<file path="src/rtl/bcd_timer_pkg.sv">
// Shared definitions for the BCD countdown timer: FSM state encoding,
// BCD digit constants and the digit clamp helper.
package bcd_timer_pkg;

    typedef enum logic [1:0] {
        IDLE    = 2'd0,
        RUN     = 2'd1,
        PAUSED  = 2'd2,
        EXPIRED = 2'd3
    } timer_state_t;

    localparam logic [3:0] BCD_MAX  = 4'd9;
    localparam logic [3:0] BCD_ZERO = 4'd0;

    // A preset nibble above 9 is not a valid BCD digit; saturate it to 9
    function automatic logic [3:0] clamp_digit(input logic [3:0] d);
        return (d > BCD_MAX) ? BCD_MAX : d;
    endfunction

endpackage

</file>
<file path="src/rtl/bcd_down_digit.sv">
// One BCD digit of the countdown chain. A decrement of a digit sitting at 0
// wraps it to 9 and raises borrow_out so the next digit up decrements too.
module bcd_down_digit
    import bcd_timer_pkg::*;
(
    input  logic       clk,
    input  logic       not_reset,
    input  logic       dec,
    input  logic       load,
    input  logic [3:0] d,
    output logic [3:0] q,
    output logic       is_zero,
    output logic       borrow_out
);

    assign is_zero    = (q == BCD_ZERO);
    assign borrow_out = dec & is_zero;

    // Digit register: load wins over decrement, decrement wraps 0 -> 9
    always_ff @(posedge clk or negedge not_reset) begin
        if (!not_reset) begin
            q <= BCD_ZERO;
        end else if (load) begin
            q <= d;
        end else if (dec) begin
            q <= is_zero ? BCD_MAX : (q - 4'd1);
        end
    end

endmodule

</file>
<file path="src/rtl/bcd_countdown_timer.sv">
// Multi-digit BCD countdown timer. Loads a clamped BCD preset, decrements
// once per tick while running, and pulses done when the count reaches zero.
// Optional feature macro: BCD_AUTO_RELOAD_EN (reload the preset on expiry
// and keep running instead of stopping in EXPIRED).
module bcd_countdown_timer
    import bcd_timer_pkg::*;
#(
    parameter int DIGITS = 2
) (
    input  logic                clk,
    input  logic                not_reset,
    input  logic                tick,
    input  logic                load,
    input  logic [4*DIGITS-1:0] load_val,
    input  logic                start,
    input  logic                pause,
    output logic [4*DIGITS-1:0] q,
    output logic                running,
    output logic                done
);

    timer_state_t state, state_next;

    logic [4*DIGITS-1:0] load_clamped;
    logic [4*DIGITS-1:0] digit_d;
    logic [DIGITS-1:0]   digit_zero;
    logic [DIGITS-1:0]   borrow;
    logic [DIGITS-1:0]   digit_dec;
    logic                digit_load;
    logic                dec_en;
    logic                count_zero;
    logic                q_is_one;
    logic                done_next;

    assign count_zero = &digit_zero;
    assign q_is_one   = (q == (4*DIGITS)'(1));

    // A decrement happens only in RUN when neither load nor pause outranks the tick
    assign dec_en = (state == RUN) & tick & ~load & ~pause;

    // Saturate every preset nibble to a legal BCD digit
    always_comb begin
        load_clamped = '0;
        for (int i = 0; i < DIGITS; i++) begin
            load_clamped[4*i +: 4] = clamp_digit(load_val[4*i +: 4]);
        end
    end

`ifdef BCD_AUTO_RELOAD_EN
    logic [4*DIGITS-1:0] reload_q;
    logic                reload_now;

    // Remember the last clamped preset so an expiry can restart from it
    always_ff @(posedge clk or negedge not_reset) begin
        if (!not_reset) begin
            reload_q <= '0;
        end else if (load) begin
            reload_q <= load_clamped;
        end
    end

    assign reload_now = dec_en & q_is_one & (reload_q != '0);
    assign digit_load = load | reload_now;
    assign digit_d    = load ? load_clamped : reload_q;
`else
    assign digit_load = load;
    assign digit_d    = load_clamped;
`endif

    // Digit 0 takes the tick-driven decrement, higher digits take the borrow below them
    always_comb begin
        digit_dec    = '0;
        digit_dec[0] = dec_en;
        for (int i = 1; i < DIGITS; i++) begin
            digit_dec[i] = borrow[i-1];
        end
    end

    genvar g;
    generate
        for (g = 0; g < DIGITS; g++) begin : gen_digit
            bcd_down_digit u_digit (
                .clk        (clk),
                .not_reset  (not_reset),
                .dec        (digit_dec[g]),
                .load       (digit_load),
                .d          (digit_d[4*g +: 4]),
                .q          (q[4*g +: 4]),
                .is_zero    (digit_zero[g]),
                .borrow_out (borrow[g])
            );
        end
    endgenerate

    // State register plus the registered running and done outputs
    always_ff @(posedge clk or negedge not_reset) begin
        if (!not_reset) begin
            state   <= IDLE;
            running <= 1'b0;
            done    <= 1'b0;
        end else begin
            state   <= state_next;
            running <= (state_next == RUN);
            done    <= done_next;
        end
    end

    // Next-state and done decision in priority order load > pause > start > tick.
    // A borrow out of the top digit would mean an underflow; RUN is only entered
    // with a nonzero count so it cannot happen, but it is treated as expiry too.
    always_comb begin
        state_next = state;
        done_next  = 1'b0;
        if (load) begin
            state_next = IDLE;
        end else begin
            case (state)
                IDLE, PAUSED: begin
                    if (start && !count_zero) begin
                        state_next = RUN;
                    end
                end
                RUN: begin
                    if (pause) begin
                        state_next = PAUSED;
                    end else if (tick && (q_is_one || borrow[DIGITS-1])) begin
                        done_next = 1'b1;
`ifdef BCD_AUTO_RELOAD_EN
                        state_next = reload_now ? RUN : EXPIRED;
`else
                        state_next = EXPIRED;
`endif
                    end
                end
                EXPIRED: begin
                    state_next = EXPIRED;
                end
                default: begin
                    state_next = IDLE;
                end
            endcase
        end
    end

endmodule

</file>
<file path="config.mk">
export PLATFORM = sky130hd
export DESIGN_NAME = bcd_countdown_timer
export DESIGN_NICKNAME = d
export VERILOG_FILES = /design/src/rtl/bcd_timer_pkg.sv /design/src/rtl/bcd_down_digit.sv /design/src/rtl/bcd_countdown_timer.sv
export SDC_FILE = /design/constraint.sdc
export NUM_CORES = 1
export LEC_CHECK = 0
export BUFFER_PORTS_ARGS = -buffer_cell sky130_fd_sc_hd__buf_2
export CORE_ASPECT_RATIO = 0.9
export CORE_MARGIN = 4
export CORE_UTILIZATION = 48
export CTS_CLUSTER_SIZE = 30
export DETAILED_ROUTE_END_ITERATION = 12
export MAX_ROUTING_LAYER = met4
export PLACE_DENSITY = 0.8
export SYNTH_ARGS = -nofsm -noshare
export SYNTH_HDL_FRONTEND = slang
export SYNTH_HIERARCHICAL = 1
export SYNTH_SLANG_ARGS = --single-unit
</file>
<file path="constraint.sdc">
create_clock -name clk -period 3 [get_ports clk]
set_input_delay 0 -clock clk [delete_from_list [all_inputs] [get_ports clk]]
set_output_delay 0 -clock clk [all_outputs]
set_load 0.02 [all_outputs]
</file>
==> summary.md <==
| Metric | Value |
|---|---|
| Final slew viol count | `0` |
| Final Util | `63.8%` |
| First-pass GRT wire length | `2660 µm` |
| Worst hold path endpoint | `gen_digit[0].u_digit/q[0]` |
| Io pins | `24` |
| Status | `complete, no violations` |
| Synth top area cells | `dfrtp_1, nor2b_1, xnor2_1` |
| Mapped Area | `737 µm²` |
| Worst Path Arrival | `2700 ps` |
| R2R Path End | `running` |
| Register area share after synthesis | `40.7%` |
| Starting Density | `50.9%` |
| Seq cells post-synth | `12` |
| Worst VDD drop | `217 µV` |
| Pin count of the biggest net entering global routing | `20` |
| Final wirelength | `1590 µm` |
| PwrDens | `410 mW/mm²` |
| Fin nets | `123` |
| Core ar. | `0.00145 mm²` |
| DRC | `0` |
| Gr usage total | `16.6%` |
| Std cell rows | `13` |
| Via density | `5.49` |
| Worst-path fanout max | `5` |
| ANT cells | `0` |
| # Post-CTS Setup Buffers | `0` |
| Async SR Flop Fraction | `100%` |
| Hold Fails Final Rpt | `0` |
| Non-Filler Instances | `122` |
| Synth unique cells | `24` |
| Min-delay src | `load_val[0]` |
| Antenna Nets Post-Route | `0` |
| H-tree levels | `1` |
| Die span in x | `49.3 µm` |
| Worst rel slew slack | `59.2%` |
| Total power | `379 µW` |
| Top-area cell type share of the netlist area | `40.7%` |
| Placed Area | `871 µm²` |
| Worst Tran Pin Value | `603 ps` |
| Layout cells sized above 1 | `29.9%` |
| Fill count | `132` |
| DR WL/cell | `13.1 µm` |
| Antenna violations before repair | `0` |
| Clk_skew | `3.90 ps` |
| F_max | `395 MHz` |
| Number of synthesized flops with an enable pin | `0` |
| Mapped Nets | `93` |
| Hold Path Class | `in2reg` |
| Largest area contributor in the netlist | `dfrtp_1` |
| Crit-path max cell delay | `410 ps` |
| Ys flop type | `dfrtp_1` |
| Root Driver | `clkbuf_4` |
| Critical Path End Type | `flop` |
| Grt ovf | `0` |
| Reg2Reg Setup Slack | `470 ps` |
| Die area | `0.00223 mm²` |
| Die Height | `45.2 µm` |
| Number of global-route vias before repair | `604` |
| Setup TNS | `0 ps` |
| Worst-path cell chain | `inv_1 > nor4_1 > buf_4 > nor4b_2 > nor2b_1 > nor4b_2 > nor2b_1 > or4b_1 > a21oi_2 > o21ba_1` |
| CTS Sinks | `12` |
| Worst hold stages | `4` |
| Post-route minimum period | `2530 ps` |
| Worst EP required | `3170 ps` |
| Reg clk slew, reported paths | `70 ps` |
| Layout area overhead | `25.3%` |
| Crit path max-delay cell type | `dfrtp_1` |
| PortBufs | `23` |
| Final Cell Area | `923 µm²` |
| Endpoints failing setup | `0` |
| RSZ-0062 raised after global routing | `false` |
| Syn Area/Cell | `9.33 µm²` |
| Skew-Pair Late Insertion Delay | `270 ps` |
| Leakage power | `0.403 nW` |
| Ratio of final minimum period to clock period | `84.4%` |
| Synth Instances | `79` |
| R2R depth | `10` |
| RR Startpoint | `state[0]` |
| Cts bufs inserted | `3` |
| DRT Pass-1 Iters | `3` |
| Clock buffer depth | `2` |
| Cts repair resizes | `0` |
| Setup Crit Path Kind | `reg2reg` |
| Max cap viols | `0` |
| CP startpoint kind | `flop` |
| Vias post-DR | `670` |
| DR iter-0 viols | `8` |
| Placed Cells | `116` |
| RePlAce Congestion | `0.753` |
| HPWL after DPL | `1220 µm` |
| Synth warn | `6` |
| TritonCTS clock tree | `built` |
| CTS Hold Bufs | `3` |
kinds of logic (layout without fill, tap and decap cells):
group                  count (synthesis)  after routing  synth area share [%]
multiplexers                           2              2                  2.72
flip-flops                            12             12                  40.7
AO/OA/AOI/OAI                         21             21                  16.8
XOR/XNOR                               4              4                  4.75
AND/OR/NAND/NOR                       34             34                  31.9
buffers and inverters                  6             34                  3.06
flip-flops by register name, summed over array words and instances, names as in the netlist:
signal	flops
gen_digit.u_digit/q	8
state	2
running	1
done	1
per-stage QoR:
step                      hold slack [ps]  setup slack (ps)
after floorplan                      -296               591
after global placement               -107               658
after detailed placement             -107               517
after CTS                            14.1               458
after global routing                 68.2               281
final                                26.9               469
layout make-up:
type / count / area, µm² / share of cell area [%]
Clock buffer: 3 / 22.5 / 2.44
Inverter: 4 / 15.0 / 1.63
Multi-Input combinational cell: 61 / 414 / 44.9
Sequential cell: 12 / 300 / 32.5
Tap cell: 15 / 18.8 / 2.03
Timing Repair Buffer: 27 / 153 / 16.5
critical path, delay by kind of cell, from the launching register on:
family	cells	cell delay (ps)
buffers and inverters	2	260
AOI/OAI and AO/OA	2	220
and+or+nand+nor	6	1530
DFF	1	410
where the power goes:
group	internal [mW]	switching (mW)	leakage, nW	total [mW]
combinational	0.0388	0.0460	0.239	0.0848
sequential	0.175	0.0219	0.151	0.197
clock	0.0465	0.0507	0.0138	0.0972
routing by layer:
metal | up-vias | share of wire, % | track usage, %
met4 | 0 | 1.2 | 6.82
met1 | 316 | 45 | 19.3
met5 | - | 0 | -
li1 | 335 | - | -
met3 | 4 | 4.3 | 4.29
met2 | 15 | 49 | 27.8
worst max path at each step:
stage                  start  endpoint  slack (ps)  cells past startpoint
floorplan           state[0]   running         590                      9
global placement    state[0]   running         660                     10
detailed placement  state[0]   running         520                     10
CTS                 state[0]   running         460                     10
global route        state[0]   running         280                     10
finish              state[0]   running         470                     10
cells in the final DEF, fill, tap and decap left out, drive strengths merged:
| master | instances |
|---|---|
| a221o | 1 |
| nand2 | 6 |
| buf | 24 |
| mux2i | 2 |
| xnor2 | 4 |
| nand2b | 5 |
| a21oi | 6 |
| inv | 4 |
| dfrtp | 12 |
| o21ai | 11 |
| nor2b | 9 |
| and2b | 2 |
| nor4b | 3 |
| nand3b | 1 |
| nor2 | 1 |
| dlygate4sd3 | 3 |
| a21boi | 1 |
| o211ai | 1 |
| nor4 | 4 |
| clkbuf | 3 |
| o21ba | 1 |
| nor3b | 2 |
| or4b | 1 |
synthesized netlist by cell type (2+ instances only):
cell and count:
nand2_1 6, nand2b_1 5, o21ai_1 5, o21ai_0 6, inv_1 4, nor3b_2 2, nor2b_1 9, xnor2_1 4
dfrtp_1 12, a21oi_1 5, clkbuf_1 2, nor4b_2 2, nor4_1 4, and2b_1 2, mux2i_1 2
Note: power is estimated with default switching activity, not from simulation.
